### src/rtl/ssd_arb_if.sv
// Bundle between the requester logic and the display arbiter: level
// requests, three 28-bit segment patterns, and the arbiter's grant, status and digit outputs.
interface ssd_arb_if;
  logic [2:0]  req;
  logic [27:0] pat0;
  logic [27:0] pat1;
  logic [27:0] pat2;
  logic [2:0]  grant;
  logic [2:0]  done;
  logic        busy;
  logic [6:0]  digit0;
  logic [6:0]  digit1;
  logic [6:0]  digit2;
  logic [6:0]  digit3;

  modport master (
    output req, pat0, pat1, pat2,
    input  grant, done, busy, digit0, digit1, digit2, digit3
  );

  modport slave (
    input  req, pat0, pat1, pat2,
    output grant, done, busy, digit0, digit1, digit2, digit3
  );
endinterface

### src/rtl/ssd_display_arbiter.sv
// Shares the 4-digit seven-segment path between three requesters (2 preempts, 0/1 round-robin).
// Optional alert blink is enabled by defining SSD_ARB_BLINK_EN.
module ssd_display_arbiter #(
  parameter int HOLD_CYCLES  = 1000,
  parameter int GAP_CYCLES   = 2,
  parameter int BLINK_PERIOD = 250
) (
  input logic      clk,
  input logic      reset,
  ssd_arb_if.slave bus
);
  // state | meaning
  // IDLE  | no owner, display blank, waiting for a request
  // SHOW  | owner's pattern on the digits, hold counter running
  // GAP   | blank separation between owners, then re-arbitrate
  typedef enum logic [1:0] {IDLE, SHOW, GAP} state_t;

  localparam int HW = (HOLD_CYCLES > 1) ? $clog2(HOLD_CYCLES) : 1;
  localparam int GW = (GAP_CYCLES > 1) ? $clog2(GAP_CYCLES) : 1;
  localparam logic [HW-1:0] HOLD_LAST = HW'(HOLD_CYCLES - 1);
  localparam logic [GW-1:0] GAP_LAST  = GW'(GAP_CYCLES - 1);

  state_t        state;
  logic [1:0]    owner;
  logic [HW-1:0] hold_cnt;
  logic [GW-1:0] gap_cnt;
  logic          rr_last;
  logic [2:0]    grant_r;
  logic [2:0]    done_r;
  logic          busy_r;
  logic [27:0]   seg_r;

  logic        win_valid;
  logic [1:0]  win_idx;
  logic [27:0] pat_win;
  logic [27:0] pat_own;
  logic        owner_req;
  logic        other_req;
  logic        preempt;
  logic        gap_end;
  logic        start;
  logic        rel_done;
  logic        rel_pre;
  logic        blank_next;

  function automatic logic [2:0] onehot(input logic [1:0] i);
    return 3'b001 << i;
  endfunction

  function automatic logic [27:0] pick_pat(input logic [1:0] i, input logic [27:0] p0,
                                           input logic [27:0] p1, input logic [27:0] p2);
    case (i)
      2'd0:    return p0;
      2'd1:    return p1;
      default: return p2;
    endcase
  endfunction

  always_comb begin
    win_valid = |bus.req;
    win_idx   = 2'd0;
    if (bus.req[2])                    win_idx = 2'd2;
    else if (bus.req[0] && bus.req[1]) win_idx = rr_last ? 2'd0 : 2'd1;
    else if (bus.req[1])               win_idx = 2'd1;
  end

  assign pat_win   = pick_pat(win_idx, bus.pat0, bus.pat1, bus.pat2);
  assign pat_own   = pick_pat(owner, bus.pat0, bus.pat1, bus.pat2);
  assign owner_req = |(bus.req & onehot(owner));
  assign other_req = |(bus.req & ~onehot(owner));
  assign preempt   = bus.req[2] && (owner != 2'd2);
  assign gap_end   = (state == GAP) && (gap_cnt == GAP_LAST);
  assign start     = ((state == IDLE) || gap_end) && win_valid;
  // A preempt outranks the hold-expiry release, so it never pulses done.
  assign rel_done  = (state == SHOW) &&
                     (!owner_req || (!preempt && (hold_cnt == HOLD_LAST) && other_req));
  assign rel_pre   = (state == SHOW) && owner_req && preempt;

`ifdef SSD_ARB_BLINK_EN
  localparam int BW = (BLINK_PERIOD > 1) ? $clog2(BLINK_PERIOD) : 1;
  localparam logic [BW-1:0] BLINK_LAST = BW'(BLINK_PERIOD - 1);
  logic [BW-1:0] blink_cnt;
  logic          blink_off;

  always_ff @(posedge clk) begin
    if (reset || start) begin
      blink_cnt <= '0;
      blink_off <= 1'b0;
    end else if (blink_cnt == BLINK_LAST) begin
      blink_cnt <= '0;
      blink_off <= ~blink_off;
    end else begin
      blink_cnt <= blink_cnt + 1'b1;
    end
  end

  assign blank_next = (owner == 2'd2) && (blink_off ^ (blink_cnt == BLINK_LAST));
`else
  assign blank_next = 1'b0;
`endif

  always_ff @(posedge clk) begin
    if (reset) begin
      state    <= IDLE;
      owner    <= 2'd0;
      hold_cnt <= '0;
      gap_cnt  <= '0;
      rr_last  <= 1'b1;
      grant_r  <= 3'b000;
      done_r   <= 3'b000;
      busy_r   <= 1'b0;
      seg_r    <= '1;
    end else begin
      done_r <= 3'b000;
      if (start) begin
        state    <= SHOW;
        owner    <= win_idx;
        grant_r  <= onehot(win_idx);
        busy_r   <= 1'b1;
        hold_cnt <= '0;
        seg_r    <= pat_win;
      end else if (rel_done || rel_pre) begin
        state   <= GAP;
        gap_cnt <= '0;
        grant_r <= 3'b000;
        busy_r  <= 1'b1;
        seg_r   <= '1;
        if (rel_done) begin
          done_r <= onehot(owner);
          if (owner != 2'd2) rr_last <= owner[0];
        end
      end else begin
        case (state)
          SHOW: begin
            hold_cnt <= (hold_cnt == HOLD_LAST) ? '0 : hold_cnt + 1'b1;
            seg_r    <= blank_next ? '1 : pat_own;
          end
          GAP: begin
            if (gap_end) begin
              state  <= IDLE;
              busy_r <= 1'b0;
            end else begin
              gap_cnt <= gap_cnt + 1'b1;
            end
          end
          default: begin
            state   <= IDLE;
            grant_r <= 3'b000;
            busy_r  <= 1'b0;
            seg_r   <= '1;
          end
        endcase
      end
    end
  end

  assign bus.grant  = grant_r;
  assign bus.done   = done_r;
  assign bus.busy   = busy_r;
  assign bus.digit0 = seg_r[6:0];
  assign bus.digit1 = seg_r[13:7];
  assign bus.digit2 = seg_r[20:14];
  assign bus.digit3 = seg_r[27:21];
endmodule

### src/flat_wrapper.sv
// flat-port wrapper written by rule: the top's interface ports become plain ports
module ssd_display_arbiter_flat 
#(
  parameter int HOLD_CYCLES  = 1000,
  parameter int GAP_CYCLES   = 2,
  parameter int BLINK_PERIOD = 250
)
  (clk, reset, bus_req, bus_pat0, bus_pat1, bus_pat2, bus_grant, bus_done, bus_busy, bus_digit0, bus_digit1, bus_digit2, bus_digit3);
  ssd_arb_if bus_i ();
  input logic clk;
  input logic reset;
  input wire logic [$bits(bus_i.req)-1:0] bus_req;
  input wire logic [$bits(bus_i.pat0)-1:0] bus_pat0;
  input wire logic [$bits(bus_i.pat1)-1:0] bus_pat1;
  input wire logic [$bits(bus_i.pat2)-1:0] bus_pat2;
  output wire logic [$bits(bus_i.grant)-1:0] bus_grant;
  output wire logic [$bits(bus_i.done)-1:0] bus_done;
  output wire logic [$bits(bus_i.busy)-1:0] bus_busy;
  output wire logic [$bits(bus_i.digit0)-1:0] bus_digit0;
  output wire logic [$bits(bus_i.digit1)-1:0] bus_digit1;
  output wire logic [$bits(bus_i.digit2)-1:0] bus_digit2;
  output wire logic [$bits(bus_i.digit3)-1:0] bus_digit3;
  assign bus_i.req = bus_req;
  assign bus_i.pat0 = bus_pat0;
  assign bus_i.pat1 = bus_pat1;
  assign bus_i.pat2 = bus_pat2;
  assign bus_grant = bus_i.grant;
  assign bus_done = bus_i.done;
  assign bus_busy = bus_i.busy;
  assign bus_digit0 = bus_i.digit0;
  assign bus_digit1 = bus_i.digit1;
  assign bus_digit2 = bus_i.digit2;
  assign bus_digit3 = bus_i.digit3;
  ssd_display_arbiter #(.HOLD_CYCLES(HOLD_CYCLES), .GAP_CYCLES(GAP_CYCLES), .BLINK_PERIOD(BLINK_PERIOD)) u_core (.clk(clk), .reset(reset), .bus(bus_i));
endmodule
### config.mk
export PLATFORM = sky130hd
export DESIGN_NAME = ssd_display_arbiter_flat
export DESIGN_NICKNAME = d
export VERILOG_FILES = /design/src/rtl/ssd_arb_if.sv /design/src/rtl/ssd_display_arbiter.sv /design/src/flat_wrapper.sv
export SDC_FILE = /design/constraint.sdc
export NUM_CORES = 1
export LEC_CHECK = 0
export BUFFER_PORTS_ARGS = -buffer_cell sky130_fd_sc_hd__buf_4
export CORE_MARGIN = 5
export CORE_UTILIZATION = 45
export CTS_CLUSTER_DIAMETER = 80
export DETAILED_ROUTE_END_ITERATION = 7
export PLACE_DENSITY_LB_ADDON = 0.12
export SYNTH_ARGS = -nofsm -noshare
export SYNTH_HDL_FRONTEND = slang
export SYNTH_SLANG_ARGS = --single-unit
### constraint.sdc
create_clock -name clk -period 2.25 [get_ports clk]
set_input_delay 0.45 -clock clk [delete_from_list [all_inputs] [get_ports clk]]
set_output_delay 0.45 -clock clk [all_outputs]
set_load 0.01 [all_outputs]
==> metrics.md, run 1 <==
| Metric | Value |
|---|---|
| Clock Tree Buf Depth | 2 |
| DRT Pass-1 Iters | 4 |
| GR Util All Layers | 21.0% |
| Clock Skews | 3.69 ps |
| Sequential Power Share | 40.2% |
| Syn-to-layout area delta | 33.5% |
| Yosys warning total | 0 |
| Max incr delay on CP | 540 ps |
| Mapped cell area | 3610 um^2 |
| Antenna-violating nets left | 0 |
| Reg-to-Reg End | u_core.seg_r[4] |
| Post-cts sizing count | 0 |
| Setup crit end | u_core.seg_r[4] |
| Clk pin slew, worst setup/hold paths | 90 ps |
| HP Class | in2reg |
| Initial DRC Count | 92 |
| CTS Root Cell | clkbuf_8 |
| Mapped Cells | 411 |
| Critical path, cell by cell | or4b_4, a31o_1, a211oi_4, buf_4, a21oi_1, a211o_1 |
| Reg2Reg Setup Slack | 170 ps |
| Critical Path RT | 2450 ps |
| Internal power | 0.00174 W |
| EDFF count, synth | 0 |
| FMAX | 480 MHz |
| Most used DFF post-synth | dfxtp_1 |
| # setup viols final | 0 |
| Logic pwr share | 37.1% |
| Final Critical Period | 2080 ps |
| Vias per cell | 5.63 |
| Drt total wl | 10,400 um |
| Total grt overflow | 0 |
| Vias in the first global route | 3,490 |
| CTS tree | built |
| PD cells | 530 nW/um^2 |
| CP startpoint | u_core.owner[0] |
| Antenna cell count | 0 |
| Avg Cell Area, Syn | 8.77 um^2 |
| Worst path depth | 6 |
| Final Hold Viols | 0 |
| Net Sw Power | 0.000807 W |
| Post-CTS Setup Repair Bufs | 0 |
| Number of CTS-inserted buffers | 5 |
| Synth cell types | 43 |
| First-pass GRT wire length | 17,100 um |
| Critical-path top delay cell | or4b_4 |
| Clk sink count | 51 |
| Share of cells above drive strength 1 | 44.3% |
| Worst vdd ir | 0.272 mV |
| Crit-path leading delay family | compound AO/OA/AOI/OAI gates |
| CTS H-tree depth | 2 |
| Final nets | 623 |
| Die area | 9900 um^2 |
| DRC Markers | 0 |
| GP Congestion | 0.837 |
| Crit. End Element | flop |
| # port buffers | 123 |
| Antenna violations before repair | 0 |
| FF+latch count, synth | 51 |
| P_leak | 1.99 nW |
| Final worst-path cycle share | 92.6% |
| Status | completed |
| DIE WIDTH | 99.5 um |
| Core area | 7770 um^2 |
| Crit path arrival time | 2280 ps |
| Number of core rows | 32 |
| Via count | 3,563 |
| Switching Fraction | 31.7% |
| Clk pwr share | 22.8% |
| RSZ-0062 raised after global routing | false |
| Worst-path fanout max | 15 |
| Hold_ws | 483 ps |
| Largest net degree at the start of global routing | 39 |
| Worst r2r path cells | 6 |
| Finished Layout Cells | 633 |
| Initial Utilization | 46.4% |
| I/O Pins | 124 |
| Worst skew pair latency | 300 ps |
| Slew Viols, Final | 0 |
| Hold_buf cts | 0 |
| WS Path Type | reg2reg |
| Tightest Pin Transition | 485 ps |
| Avg WL per Cell | 16.4 um |
| Sequential cell area fraction in the yosys report | 28.3% |
| Rel. slew slack | 67.6% |
| Inst Count DP | 625 |
| Die Y | 99.5 um |
| Syn nets | 504 |
| Crit path launch type | flop |
| Synth async-reset ratio | 0% |
| Max-cap violation count | 0 |
| Critical R2R Launch | u_core.owner[0] |
| WP buf/inv | 1 |
| DP HPWL | 7620 um |
[layout make-up]
class / count / area, um^2
repair buffers: 147 / 1130
multi-input cells: 320 / 2420
inverters: 5 / 18.8
clock buffers: 8 / 100
well taps: 102 / 128
flip-flops and latches: 51 / 1020
fillers: 701 / 2950
[metrics by stage]
| step | TNS, ps | area (um^2) | utilization (%) | total power [W] | setup slack [ps] |
|---|---|---|---|---|---|
| 2_1_floorplan | 0 | 3610 | - | 0.00159 | 9.21 |
| 3_3_place_gp | 0 | 4710 | 60.7 | 0.00197 | 2.80 |
| 3_5_place_dp | -51.1 | 4710 | 60.7 | 0.00199 | -23.5 |
| 4_1_cts | 0 | 4810 | 62.0 | 0.00257 | 157 |
| 5_1_grt | 0 | 4810 | 62.0 | 0.00271 | 59.9 |
| 6_report | 0 | 4810 | 62.0 | 0.00255 | 167 |
[power groups by stage]
stage	Clock, W	Sequential, W	Combinational [W]
5_1_grt	0.000635	0.00103	0.00105
4_1_cts	0.000595	0.00102	0.000953
3_5_place_dp	0	0.00104	0.000951
2_1_floorplan	0	0.00107	0.000526
3_3_place_gp	0	0.00104	0.000929
6_report	0.000580	0.00102	0.000945
[layer usage]
metal	GRT usage, %	vias to the layer above	share of wire [%]
li1	-	1759	-
met1	27.0	1702	44
met2	36.4	96	49
met3	5.12	6	5.9
met4	3.26	0	0.63
met5	0	-	0
[cells in the mapped netlist, types with 5 or more instances]
cell	count	area, um^2
inv_1	5	18.8
mux2i_1	31	310
xnor2_1	8	70.1
a21oi_1	13	65.1
mux2_2	56	631
a211o_1	28	245
clkbuf_1	25	93.8
buf_1	6	22.5
nor3_1	7	35.0
o21ai_0	57	285
nor2_1	18	67.6
a21oi_2	20	175
dfxtp_1	51	1020
nand2_1	34	128
[worst min-delay path, stage by stage]
cell and delay [ps]:
buf_4 80, mux2_2 130, a211o_1 100
[sequential cells by signal (all words and copies together), names as in the netlist]
name	count
u_core.state	2
u_core.bus.busy	1
u_core.rr_last	1
u_core.seg_r	28
u_core.hold_cnt	10
u_core.gap_cnt	1
u_core.owner	2
u_core.bus.done	3
u_core.bus.grant	3
[worst min-delay path by stage]
stage                             start             endpoint  slack (ps)  depth (start not counted)
floorplan                u_core.rr_last       u_core.rr_last         460                          1
global placement        u_core.bus.busy      u_core.bus.busy         470                          1
detailed placement  u_core.bus.grant[2]  u_core.bus.grant[2]         480                          1
CTS                        bus_pat2[17]     u_core.seg_r[17]         480                          3
global route               bus_pat2[16]     u_core.seg_r[16]         480                          3
finish                     bus_pat2[22]     u_core.seg_r[22]         480                          3
[placed cells by master (no fill, tap or decap), drive strengths merged, types with 2 or more instances in the layout]
| cell | netlist | routed |
|---|---|---|
| a211o | 28 | 28 |
| a211oi | 2 | 2 |
| a21o | 2 | 2 |
| a21oi | 33 | 33 |
| a41o | 3 | 3 |
| and3 | 3 | 3 |
| buf | 10 | 147 |
| clkbuf | 25 | 8 |
| dfxtp | 51 | 51 |
| ha | 4 | 4 |
| inv | 5 | 5 |
| mux2 | 56 | 56 |
| mux2i | 31 | 31 |
| nand2 | 34 | 34 |
| nand2b | 2 | 2 |
| nand3 | 4 | 4 |
| nand4 | 4 | 4 |
| nor2 | 18 | 18 |
| nor3 | 7 | 7 |
| nor3b | 2 | 2 |
| nor4 | 3 | 3 |
| o21ai | 58 | 58 |
| o21bai | 2 | 2 |
| or3 | 2 | 2 |
| xnor2 | 8 | 8 |
[cell families after synthesis]
logic type / Yosys count / synth area share, %
multiplexers: 87 / 26.1
AO/OA/AOI/OAI: 136 / 25.9
AND/OR/NAND/NOR: 85 / 11.3
buffers and inverters: 40 / 5.00
adder cells (fa/ha/maj): 4 / 1.39
XOR/XNOR: 8 / 1.94
flip-flops: 51 / 28.3
(Power assumes the default switching activity.)
==> run 2, diff against run 1 <==
CELL_PAD_IN_SITES_DETAIL_PLACEMENT = 1   (was not set)
CELL_PAD_IN_SITES_GLOBAL_PLACEMENT = 2   (was not set)
CORE_UTILIZATION = 26   (was 45)
==> run 2 against run 1 <==
  * Clock-buffer cell count decreased by 1
  * Sequential power about the same
  * Core utilization decreased by 25 points
  * Wire length increased by 22%
  * Worst hold slack improved by 17 ps
  * Critical path type unchanged
  * Critical endpoint is now u_core.seg_r[21]
==> metrics.md, run 2 (synthesis gave the netlist of run 1 again) <==
| Metric | Value |
|---|---|
| Worst skew pair latency | 290 ps (was 300 ps) |
| Max reg flops | 28 (unchanged) |
| Final Critical Period | 2120 ps (was 2080 ps) |
| Post-CTS Setup Repair Bufs | 0 (unchanged) |
| Initial Utilization | 26.3% (was 46.4%) |
| Clk sink count | 51 (unchanged) |
| P_leak | 2.04 nW (was 1.99 nW) |
| Antenna cell count | 0 (unchanged) |
| FMAX | 472 MHz (was 480 MHz) |
| Crit path arrival time | 2300 ps (was 2280 ps) |
| Final worst-path cycle share | 94.1% (was 92.6%) |
| CTS H-tree depth | 2 (unchanged) |
| Die Y | 128 um (was 99.5 um) |
| Die area | 16,300 um^2 (was 9900 um^2) |
| # port buffers | 123 (unchanged) |
| PD cells | 567 nW/um^2 (was 530 nW/um^2) |
| DRT Pass-1 Iters | 4 (unchanged) |
| Avg WL per Cell | 17.8 um (was 16.4 um) |
| Tightest Pin Transition | 502 ps (was 485 ps) |
| Number of CTS-inserted buffers | 5 (unchanged) |
| Antenna-violating nets left | 0 (unchanged) |
| Drt total wl | 12,700 um (was 10,400 um) |
| Rel. slew slack | 66.5% (was 67.6%) |
| Fillers | 1,609 (was 701) |
| Post-cts sizing count | 0 (unchanged) |
| Share of cells above drive strength 1 | 45.1% (was 44.3%) |
| I/O Pins | 124 (unchanged) |
| Hold_buf cts | 0 (unchanged) |
| Clock Tree Buf Depth | 2 (unchanged) |
| CTS tree | built (unchanged) |
| GR Util All Layers | 15.7% (was 21.0%) |
| Clock Skews | 3.16 ps (was 3.69 ps) |
| Status | completed (unchanged) |
| Most common cell after layout, fill and taps aside | buf_4 (unchanged) |
| Initial DRC Count | 122 (was 92) |
| Crit path launch type | flop (unchanged) |
| Finished Layout Cells | 714 (was 633) |
| Hold_ws | 500 ps (was 483 ps) |
| Largest net degree at the start of global routing | 60 (was 39) |
| Number of core rows | 43 (was 32) |
| DP HPWL | 9320 um (was 7620 um) |
| Antenna violations before repair | 0 (unchanged) |
| WS Path Type | reg2reg (unchanged) |
| Register with the most flip-flops | u_core.seg_r (unchanged) |
| Clk pin slew, worst setup/hold paths | 70 ps (was 90 ps) |
| HP Class | in2reg (unchanged) |
| Syn-to-layout area delta | 38.9% (was 33.5%) |
| Worst-path fanout max | 8 (was 15) |
| Inst Count DP | 706 (was 625) |
| Slew Viols, Final | 0 (unchanged) |
| Largest regs | u_core.seg_r x28, u_core.hold_cnt x10 (unchanged) |
| Vias per cell | 4.99 (was 5.63) |
| DIE WIDTH | 128 um (was 99.5 um) |
| RSZ-0062 raised after global routing | false (unchanged) |
| Most frequent cells in the layout | buf_4, o21ai_0, mux2_2, dfxtp_1, nand2_1 (unchanged) |
| Crit. End Element | flop (unchanged) |
| # setup viols final | 0 (unchanged) |
| Final Hold Viols | 0 (unchanged) |
| Core area | 13,700 um^2 (was 7770 um^2) |
| DRC Markers | 0 (unchanged) |
| First-pass GRT wire length | 20,800 um (was 17,100 um) |
| Tot Pwr | 0.00284 W (was 0.00255 W) |
| Setup TNS Final | 0 ps (unchanged) |
| Critical Path RT | 2440 ps (was 2450 ps) |
| Final nets | 626 (was 623) |
| Worst r2r path cells | 6 (unchanged) |
| Worst vdd ir | 0.253 mV (was 0.272 mV) |
| Min-Delay Path Depth | 3 (unchanged) |
| GP Congestion | 0.789 (was 0.837) |
| Via count | 3,564 (was 3,563) |
| Total grt overflow | 0 (unchanged) |
| Vias in the first global route | 3,936 (was 3,490) |
| Max-cap violation count | 0 (unchanged) |
| CTS Root Cell | clkbuf_16 (was clkbuf_8) |
run 2: final timing paths:
path                            start                  end  slack (ps)
hold reg to reg   u_core.bus.grant[2]  u_core.bus.grant[2]         510
setup / recovery      u_core.owner[0]     u_core.seg_r[21]         130
hold / removal           bus_pat2[13]     u_core.seg_r[13]         500
setup reg to reg      u_core.owner[0]     u_core.seg_r[21]         130
run 2: power breakdown:
group | total (W) | internal [W] | switching, W
Sequential | 0.00103 | 0.000981 | 0.0000464
Combinational | 0.000986 | 0.000494 | 0.000492
Clock | 0.000827 | 0.000474 | 0.000353
Total | 0.00284 | 0.00195 | 0.000892
run 2: metrics by stage:
step	cell area [um^2]	util [%]	worst slack, ps
3_5_place_dp	4850	35.3	-70.0
3_3_place_gp	4850	35.3	-65.8
2_1_floorplan	3610	-	9.21
4_1_cts	5010	36.5	108
5_1_grt	5010	36.5	38.0
6_report	5010	36.5	132
run 2: layout make-up:
class	count	area [um^2]	area share [%]
Clock inverter	1	7.51	0.150
Timing Repair Buffer	150	1160	23.2
Multi-Input combinational cell	320	2420	48.3
Sequential cell	51	1020	20.4
Inverter	5	18.8	0.375
Clock buffer	7	153	3.05
Tap cell	180	225	4.50
run 2: routing by layer:
layer  wire (um)  GRT usage [%]  vias up  part of all wire, %
met5           0              0        -                    0
met1        5640           19.2     1710                   44
met3         825           4.71       10                  6.5
li1            -              -     1762                    -
met2        6080           27.4       82                   48
met4         136           3.00        0                  1.1
run 2: critical path, stage by stage (launching register included):
cell      delay, ps
dfxtp_2         330
or4b_4          530
a31o_1          270
a211oi_4        290
buf_4           270
a21oi_2          70
a211o_1         260
